`src/rtl/pc_sequencer_pkg.sv`:
```
// Shared types and default widths for the program-counter / fetch-sequencing stage.
package pc_sequencer_pkg;

  typedef enum logic [1:0] {
    SEQ_IDLE = 2'd0,
    SEQ_RUN  = 2'd1,
    SEQ_DONE = 2'd2
  } seq_state_t;

  localparam int PC_W_DEF  = 10;
  localparam int LUT_W_DEF = 5;
  localparam int CNT_W_DEF = 16;

endpackage

```
`src/rtl/pc_sequencer_if.sv`:
```
// Host/decoder/ALU-facing signal bundle of the sequencer; the host drives controls, the sequencer drives status.
interface pc_sequencer_if
  import pc_sequencer_pkg::*;
#(
  parameter int PC_W  = PC_W_DEF,
  parameter int LUT_W = LUT_W_DEF,
  parameter int CNT_W = CNT_W_DEF
);

  logic             start;
  logic             stall;
  logic             halt_req;
  logic             jump_en;
  logic [LUT_W-1:0] jump_idx;
  logic             branch_en;
  logic [PC_W-1:0]  pc;
  logic             running;
  logic             done;
  logic [CNT_W-1:0] retired;

  modport master (
    output start, stall, halt_req, jump_en, jump_idx, branch_en,
    input  pc, running, done, retired
  );

  modport slave (
    input  start, stall, halt_req, jump_en, jump_idx, branch_en,
    output pc, running, done, retired
  );

endinterface

```
`src/rtl/pc_sequencer_jump_lut.sv`:
```
// Combinational jump-target ROM: maps a decoder jump index to an absolute fetch address.
module jump_lut
  import pc_sequencer_pkg::*;
#(
  parameter int PC_W  = PC_W_DEF,
  parameter int LUT_W = LUT_W_DEF
) (
  input  logic [LUT_W-1:0] addr,
  output logic [PC_W-1:0]  target
);

  // Entries are written at full precision and sized to PC_W, so oversize values truncate.
  always_comb begin
    target = '0;
    case (int'(addr))
      0:       target = PC_W'(7);
      1:       target = PC_W'(1022);
      2:       target = PC_W'(12);
      3:       target = PC_W'(200);
      4:       target = PC_W'(50);
      5:       target = PC_W'(30);
      6:       target = PC_W'(1023);
      7:       target = PC_W'(512);
      8:       target = PC_W'(100);
      9:       target = PC_W'(1500);
      default: target = '0;
    endcase
  end

endmodule

```
`src/rtl/pc_sequencer.sv`:
```
// Program counter and fetch sequencer: start/run/halt control, skip/jump/stall handling, retired counter.
module pc_sequencer
  import pc_sequencer_pkg::*;
#(
  parameter int          PC_W     = PC_W_DEF,
  parameter int          LUT_W    = LUT_W_DEF,
  parameter int unsigned START_PC = 0,
  parameter int          CNT_W    = CNT_W_DEF
) (
  input  logic          CLK,
  input  logic          RESET_N,
  pc_sequencer_if.slave bus
);

  localparam logic [PC_W-1:0] START_ADDR = PC_W'(START_PC);

  seq_state_t       state_q, state_d;
  logic [PC_W-1:0]  pc_q, pc_d;
  logic [CNT_W-1:0] retired_q, retired_d;
  logic [LUT_W-1:0] lut_addr;
  logic [PC_W-1:0]  lut_target;

  function automatic logic [CNT_W-1:0] sat_inc(input logic [CNT_W-1:0] v);
    return (v == {CNT_W{1'b1}}) ? v : v + CNT_W'(1);
  endfunction

  function automatic logic [PC_W-1:0] pc_adv(input logic [PC_W-1:0] p, input logic skip);
    return p + (skip ? PC_W'(2) : PC_W'(1));
  endfunction

  // The index is masked unless a jump is decoded, so a floating index cannot reach pc.
  assign lut_addr = bus.jump_en ? bus.jump_idx : '0;

  jump_lut #(
    .PC_W  (PC_W),
    .LUT_W (LUT_W)
  ) u_jump_lut (
    .addr   (lut_addr),
    .target (lut_target)
  );

  always_comb begin
    state_d   = state_q;
    pc_d      = pc_q;
    retired_d = retired_q;
    case (state_q)
      SEQ_IDLE: begin
        if (bus.start) begin
          state_d   = SEQ_RUN;
          pc_d      = START_ADDR;
          retired_d = '0;
        end
      end
      SEQ_RUN: begin
        if (bus.start) begin
          pc_d      = START_ADDR;
          retired_d = '0;
        end else if (bus.halt_req) begin
          // HALT retires even when the memory side is stalling.
          state_d   = SEQ_DONE;
          retired_d = sat_inc(retired_q);
        end else if (!bus.stall) begin
          if (bus.jump_en) begin
            pc_d = lut_target;
          end else begin
            pc_d = pc_adv(pc_q, bus.branch_en);
          end
          retired_d = sat_inc(retired_q);
        end
      end
      SEQ_DONE: begin
        if (bus.start) begin
          state_d   = SEQ_RUN;
          pc_d      = START_ADDR;
          retired_d = '0;
        end
      end
      default: begin
        state_d   = SEQ_IDLE;
        pc_d      = START_ADDR;
        retired_d = '0;
      end
    endcase
  end

  always_ff @(posedge CLK) begin
    if (!RESET_N) begin
      state_q   <= SEQ_IDLE;
      pc_q      <= START_ADDR;
      retired_q <= '0;
    end else begin
      state_q   <= state_d;
      pc_q      <= pc_d;
      retired_q <= retired_d;
    end
  end

  assign bus.pc      = pc_q;
  assign bus.running = (state_q == SEQ_RUN);
  assign bus.done    = (state_q == SEQ_DONE);
  assign bus.retired = retired_q;

endmodule

```
`src/flat_wrapper.sv`:
```
// flat-port wrapper written by rule: the top's interface ports become plain ports
module pc_sequencer_flat import pc_sequencer_pkg::*;
#(
  parameter int          PC_W     = PC_W_DEF,
  parameter int          LUT_W    = LUT_W_DEF,
  parameter int unsigned START_PC = 0,
  parameter int          CNT_W    = CNT_W_DEF
)
  (CLK, RESET_N, bus_start, bus_stall, bus_halt_req, bus_jump_en, bus_jump_idx, bus_branch_en, bus_pc, bus_running, bus_done, bus_retired);
  pc_sequencer_if #(.PC_W(PC_W), .LUT_W(LUT_W), .CNT_W(CNT_W)) bus_i ();
  input  logic CLK;
  input  logic RESET_N;
  input wire logic [$bits(bus_i.start)-1:0] bus_start;
  input wire logic [$bits(bus_i.stall)-1:0] bus_stall;
  input wire logic [$bits(bus_i.halt_req)-1:0] bus_halt_req;
  input wire logic [$bits(bus_i.jump_en)-1:0] bus_jump_en;
  input wire logic [$bits(bus_i.jump_idx)-1:0] bus_jump_idx;
  input wire logic [$bits(bus_i.branch_en)-1:0] bus_branch_en;
  output wire logic [$bits(bus_i.pc)-1:0] bus_pc;
  output wire logic [$bits(bus_i.running)-1:0] bus_running;
  output wire logic [$bits(bus_i.done)-1:0] bus_done;
  output wire logic [$bits(bus_i.retired)-1:0] bus_retired;
  assign bus_i.start = bus_start;
  assign bus_i.stall = bus_stall;
  assign bus_i.halt_req = bus_halt_req;
  assign bus_i.jump_en = bus_jump_en;
  assign bus_i.jump_idx = bus_jump_idx;
  assign bus_i.branch_en = bus_branch_en;
  assign bus_pc = bus_i.pc;
  assign bus_running = bus_i.running;
  assign bus_done = bus_i.done;
  assign bus_retired = bus_i.retired;
  pc_sequencer #(.PC_W(PC_W), .LUT_W(LUT_W), .START_PC(START_PC), .CNT_W(CNT_W)) u_core (.CLK(CLK), .RESET_N(RESET_N), .bus(bus_i));
endmodule
```
`config.mk`:
```
export PLATFORM = sky130hd
export DESIGN_NAME = pc_sequencer_flat
export DESIGN_NICKNAME = d
export VERILOG_FILES = /design/src/rtl/pc_sequencer_pkg.sv /design/src/rtl/pc_sequencer_if.sv /design/src/rtl/pc_sequencer_jump_lut.sv /design/src/rtl/pc_sequencer.sv /design/src/flat_wrapper.sv
export SDC_FILE = /design/constraint.sdc
export NUM_CORES = 1
export LEC_CHECK = 0
export ABC_AREA = 1
export BUFFER_PORTS_ARGS = -buffer_cell sky130_fd_sc_hd__buf_4
export CAP_MARGIN = 0
export CORE_MARGIN = 3
export CORE_UTILIZATION = 60
export DETAILED_ROUTE_END_ITERATION = 6
export PLACE_DENSITY = 0.92
export RECOVER_POWER = 100
export SETUP_SLACK_MARGIN = 0.15
export SYNTH_ARGS = -nofsm -noshare
export SYNTH_HDL_FRONTEND = slang
export SYNTH_SLANG_ARGS = --single-unit
```
`constraint.sdc`:
```
create_clock -name CLK -period 3.1 [get_ports CLK]
set_input_delay 0.465 -clock CLK [delete_from_list [all_inputs] [get_ports CLK]]
set_output_delay 0.465 -clock CLK [all_outputs]
set_load 0.01 [all_outputs]
```
==> results of run 1 <==
==> stage by stage <==
step,setup WS (ps),instances
3_5_place_dp,1230,438
2_1_floorplan,1450,360
5_1_grt,567,441
4_1_cts,1210,441
6_report,809,441
3_3_place_gp,1250,438
==> per-layer routing <==
metal  GRT usage, %  vias to the layer above  routed length (um)
li1               -                     1211                   -
met1           39.1                     1119                2500
met2           43.5                      102                2400
met3           2.56                        4                 380
met4           6.99                        0                  44
met5              0                        -                   0
==> kinds of logic (layout without fill, tap and decap cells) <==
logic type | count (synthesis) | after routing | synth area share (%)
AND/OR/NAND/NOR | 224 | 224 | 46.0
buffers and inverters | 55 | 92 | 10.3
AO/OA/AOI/OAI | 44 | 44 | 11.7
flip-flops | 28 | 28 | 26.3
adder cells (fa/ha/maj) | 9 | 9 | 5.64
==> registers in the layout, summed over array words and instances, names as in the netlist <==
register            count
u_core.state_q          2
u_core.bus.retired     16
u_core.bus.pc          10
==> layout by cell type (no fill, tap or decap) <==
cell      instances
o22ai_1           1
o21ai_4           1
clkbuf_1         26
nor2_1           43
ha_1              8
o21bai_1          1
o21ai_0          16
dfxtp_1          28
nor2_4            1
buf_4            14
fa_1              1
inv_1            47
nor3_1            3
nor3b_1           1
nand3b_1          2
o21a_1            1
nand2_4           1
nand3_1          34
inv_2             2
a21oi_2           3
nand2_2           3
clkbuf_4          3
nand2_1         127
nand3_2           1
nor2_2            2
nand4_1           5
a21oi_1          21
nand4_2           1
==> how the worst min path moves through the flow <==
stage	startpoint	endpoint	slack, ps	depth (start not counted)
floorplan	u_core.state_q[1]	u_core.state_q[1]	500	2
global placement	u_core.bus.pc[0]	u_core.bus.pc[0]	480	2
detailed placement	u_core.bus.pc[0]	u_core.bus.pc[0]	480	2
CTS	RESET_N	u_core.bus.retired[11]	410	3
global route	RESET_N	u_core.bus.retired[14]	420	3
finish	bus_halt_req	u_core.state_q[1]	420	3
==> final cells by class <==
cell class / count / area [um^2] / share of cell area [%]
Clock buffer: 3 / 22.5 / 0.959
Inverter: 49 / 184 / 7.84
Multi-Input combinational cell: 277 / 1320 / 56.3
Sequential cell: 28 / 561 / 23.9
Tap cell: 44 / 55.1 / 2.35
Timing Repair Buffer: 40 / 203 / 8.64
==> synthesized netlist by cell type, types with 2 or more instances <==
cell type    n  area share (%)
nor3_1       3            0.71
ha_1         8             4.7
inv_1       45             7.9
nand2_2      5             1.5
nand3b_1     2            0.71
nor2_4       3             1.6
inv_2        4            0.71
a21oi_2      3             1.2
nand2_1    125              22
clkbuf_1     2            0.35
nand3_1     33             7.8
nand4_1      5             1.5
nor2_2       2            0.59
nand3_2      2            0.94
dfxtp_1     28              26
a21oi_1     21             4.9
o21ai_0     16             3.8
buf_2        2            0.47
nor2_1      41             7.2
==> power by group <==
group / internal, W / switching (W)
Sequential: 0.000364 / 0.00000473
Combinational: 0.0000420 / 0.0000845
Clock: 0.0000456 / 0.000110
==> worst register-to-register path: stages (launching register included) <==
cell and delay, ps:
dfxtp_1 360, inv_1 110, nand2_1 140, nor2_1 630, nand2_2 200, o21ai_4 390, nand2_1 220, nand3_1 120
nand2_1 60, inv_1 40
==> impl_results.md, run 1 <==
* Element type at the critical path end: flop
* Crit. path cell count at 9
* Ys flop type: dfxtp_1
* H-tree levels at 1
* Initial DRC Count at around 200
* Synth Warn # at 0
* Worst slew pin tran at ~790 ps
* Syn_area_per_cell at between 5 and 6 um^2
* Worst-skew pair later-pin latency at between 300 and 400 ps
* Critical path launch point type: flop
* Status: completed
* Num CTS Buffers at 3
* Die W at 65.6 um
* Vias in the first global route at ~2100
* Post-Syn Nets at ~380
* Syn Inst Count at 360
* Resized Gates After CTS at 0
* Setup repair after global routing missed its margin: no
* Async S/R FF share, synth at 0%
* Area after DPL at around 0.0024 mm^2
* Initial antenna violation count at 0
* Detailed Route WL at around 5300 um
* Crit path from: u_core.state_q[1]
* Die Span Y at between 60 and 70 um
* Reg2reg end: u_core.bus.retired[15]
* GPL Wtd Cong at 0.898
* Crit Path Max Fanout at 14
* P per Cell Area at ~280 mW/mm^2
* Setup violators final at 0
* Synth Register Bits at 28
* Antenna diode count at 0
* Tcrit/Tclk final at approximately three quarters
* CP bufs+invs at 2
* # IOs at 40
* Vias at 2436
* Reg2reg start: u_core.state_q[1]
* Distinct cells, synth at 29
* Crit path arrival time at roughly 2600 ps
* Layout overhead on the synthesized area at 10.3%
* Cell family with most CP delay: simple AND/OR/NAND/NOR gates
* Die area at 0.00430 mm^2
* Total power draw at between 0.0006 and 0.0007 W
* GRT Total Usage at between 20 and 30%
* Row count at 20
* Critical Path End: u_core.bus.retired[15]
* Worst r2r path cells at 9
* Post-CTS Setup Bufs at 0
* Fin nets at 420
* CP Class: reg2reg
* CTS tree: built
* Register area share after synthesis at approximately a quarter
* Finished Cell Area at about 0.0023 mm^2
* Critical path data required time at roughly 3400 ps
* Largest net degree at the start of global routing at 18
* Post-synth EDFFs at 0
* Input/output buffers at 39
* Initial core utilization at approximately 66%
* Wire per inst at between 10 and 15 um
* Fmax at 0.436 GHz
* Root Driver: clkbuf_4
* Clock sink total at 28
* Grt ovf at 0
* Maximum clock path buffer count at 2
* Clock transition at the registers of the reported paths at around 160 ps
* Core area at 0.00320 mm^2
* Slowest-stage cell, CP: nor2_1
* Drc violations at 0
* CP most frequent cell: nand2_1
* 1st-pass router iterations at 5
* Layout cells sized above 1 at under 10%
* Final hold violation count at 0
* Global-route wire length before repair at roughly 9400 um
* Final core utilization at ~73%
* Leakage at around 1.0 nW
* Hpwl dp at 4140 um
* TNS Setup at 0 ps
* Max-cap check violation count at 0
* Max-slew violation count at 0
* CP max stage delay at 630 ps
* CP Cell Sequence: inv_1 > nand2_1 > nor2_1 > nand2_2 > o21ai_4 > nand2_1 > nand3_1 > nand2_1 > inv_1
* Filler cells at approximately 310
* Flop2flop setup slack at 810 ps
* Worst hold path class: in2reg
* Area of the mapped netlist at ~0.0021 mm^2
* Fin crit period at between 2000 and 2500 ps
* Max-slew headroom at a little under half
* Hold Slack at roughly 420 ps
* # hold bufs at CTS at 0
* Clk_skew at 6.97 ps
* Final ANT Viol Nets at 0
* Peak supply drop at roughly 0.14 mV
* DR vias/cell at 5.52
Note: power is estimated with default switching activity, not from simulation.
==> run 2: changes to the inputs <==
CORE_UTILIZATION = 50   (was 60)
PLACE_DENSITY = 0.83   (was 0.92)
clock period = 2 ns   (was 3.1 ns; I/O delays follow)
==> run 2 against run 1 <==
Effect of this change: via count down 1.3%; final area increased by 5.9%; sequential share of layout area shrank 1.3 points; power grew 77%; clock power up 140%; worst hold slack worse by 100 ps; maximum frequency grew 28%; count of clock-buffer cells in the layout is 1 higher; first-iteration DRC count stayed put; setup slack got worse by 600 ps; critical path type unchanged; largest cell class unchanged; largest power group unchanged.
==> impl_results.md, run 2 (synthesis results as in run 1) <==
* Status: completed
* 1st-pass router iterations at 4
* Flop2flop setup slack at 210 ps
* Initial antenna violation count at 0
* Fin nets at 430
* Input/output buffers at 39
* Critical path data required time at roughly 2200 ps
* Crit path arrival time at approximately 2000 ps
* Max-slew headroom at approximately 80%
* Drc violations at 0
* Die Span Y at about 71 um
* Initial DRC Count at 202
* Max-slew violation count at 0
* Critical path launch point type: flop
* CTS tree: built
* Maximum clock path buffer count at 2
* Vias in the first global route at 2075
* Tcrit/Tclk final at around nine tenths
* Final ANT Viol Nets at 0
* Initial core utilization at 52.5%
* Max FFs per register at 16
* Row count at 23
* Worst slew pin tran at roughly 300 ps
* Peak supply drop at 0.294 mV
* Num CTS Buffers at 3
* # IOs at 40
* Filler cells at between 400 and 500
* Layout cells sized above 1 at between 10% and 20%
* TNS Setup at 0 ps
* GPL Wtd Cong at a little under 1
* Clk_skew at around 11 ps
* WHS Path Cells at 3
* Layout overhead on the synthesized area at 16.8%
* Element type at the critical path end: flop
* Max-cap check violation count at 0
* Worst r2r path cells at 8
* Most common cell after layout, fill and taps aside: nand2_1
* Grt ovf at 0
* Wire per inst at 11.9 um
* Vias at about 2400
* Reg2reg end: u_core.bus.retired[4]
* H-tree levels at 1
* Hold Crit Start: RESET_N
* Leakage at ~1.1 nW
* Clock sink total at 28
* Global-route wire length before repair at between 8000 and 9000 um
* Total power draw at 0.00115 W
* Antenna diode count at 0
* Largest net degree at the start of global routing at 18
* DR vias/cell at between 5 and 6
* CP Class: reg2reg
* Crit Path Max Fanout at 8
* GRT Total Usage at between 20% and 30%
* Detailed Route WL at 5470 um
* Setup repair after global routing missed its margin: no
* Worst Hold Path EP: u_core.bus.retired[9]
* Hpwl dp at roughly 4200 um
* Die area at just over 0.005 mm^2
* P per Cell Area at roughly 460 mW/mm^2
* Reg2reg start: u_core.bus.retired[1]
* Root Driver: clkbuf_8
* Die W at between 70 and 80 um
* Worst hold path class: in2reg
* Clock transition at the registers of the reported paths at around 110 ps
* Fmax at approximately 0.56 GHz
* Fin crit period at ~1800 ps
* Most frequent cells in the layout: 126 x nand2_1, 47 x inv_1, 41 x nor2_1
* Final hold violation count at 0
* Worst-skew pair later-pin latency at around 280 ps
* # hold bufs at CTS at 0
* Setup violators final at 0
* Core area at 0.00406 mm^2
[run 2: changes by cell type in the layout (fill, tap and decap cells not counted), moves of 2 or more]
cell      change
buf_4         +9
nor2_4        +2
nor2_1        -2
clkbuf_4      -3
clkbuf_8      +4
[run 2: worst max path at each step]
stage,startpoint,to,slack (ps),depth (start not counted)
2_1_floorplan,u_core.bus.retired[0],u_core.bus.retired[5],460,8
3_3_place_gp,u_core.bus.retired[0],u_core.bus.retired[5],280,8
3_5_place_dp,u_core.bus.retired[0],u_core.bus.retired[4],230,8
4_1_cts,u_core.bus.retired[0],u_core.bus.retired[4],190,8
5_1_grt,u_core.bus.retired[0],u_core.bus.retired[7],90,9
6_report,u_core.bus.retired[1],u_core.bus.retired[4],210,8
[run 2: per-stage QoR]
step / util (%) / cell area, um^2 / std cells / worst slack [ps] / hold slack [ps]
finish: 61.3 / 2490 / 458 / 212 / 315
global route: 61.3 / 2490 / 458 / 91.7 / 333
CTS: 62.8 / 2550 / 453 / 186 / 316
detailed placement: 61.4 / 2490 / 449 / 228 / 494
global placement: 61.4 / 2490 / 449 / 277 / 485
floorplan: - / 2130 / 360 / 459 / 475
[run 2: metal layers]
layer	GRT usage (%)	share of wire (%)
met1	27.4	44
met3	2.66	7.6
met5	0	0
met2	34.8	47
met4	6.47	1.2
[run 2: repair_timing]
item / in CTS / in global routing
hold endpoints to repair: 0 / 0
gates resized for setup: 0 / 2
buffers inserted: 0 / 5
endpoints found under the setup margin: 0 / 13
[run 2: cell type report]
type / instances / area (um^2) / area share, %
Multi-Input combinational cell: 277 / 1340 / 54.0
Sequential cell: 28 / 562 / 22.6
Timing Repair Buffer: 50 / 282 / 11.3
Inverter: 49 / 184 / 7.40
Tap cell: 50 / 62.6 / 2.52
Clock buffer: 4 / 55.1 / 2.21
[run 2: where the power goes]
group          total, W  internal, W  switching, W
registers      0.000571     0.000563    0.00000755
logic          0.000214    0.0000785      0.000135
clock network  0.000368     0.000177      0.000191
total           0.00115     0.000819      0.000334
[run 2: critical path, cell delays in order, from the launching register on]
cell and delay, ps:
dfxtp_1 380, ha_1 180, nand2_1 110, nor2_4 200, nand3_2 140, o21ai_4 320
buf_6 180, nand2_1 70, a21oi_2 150
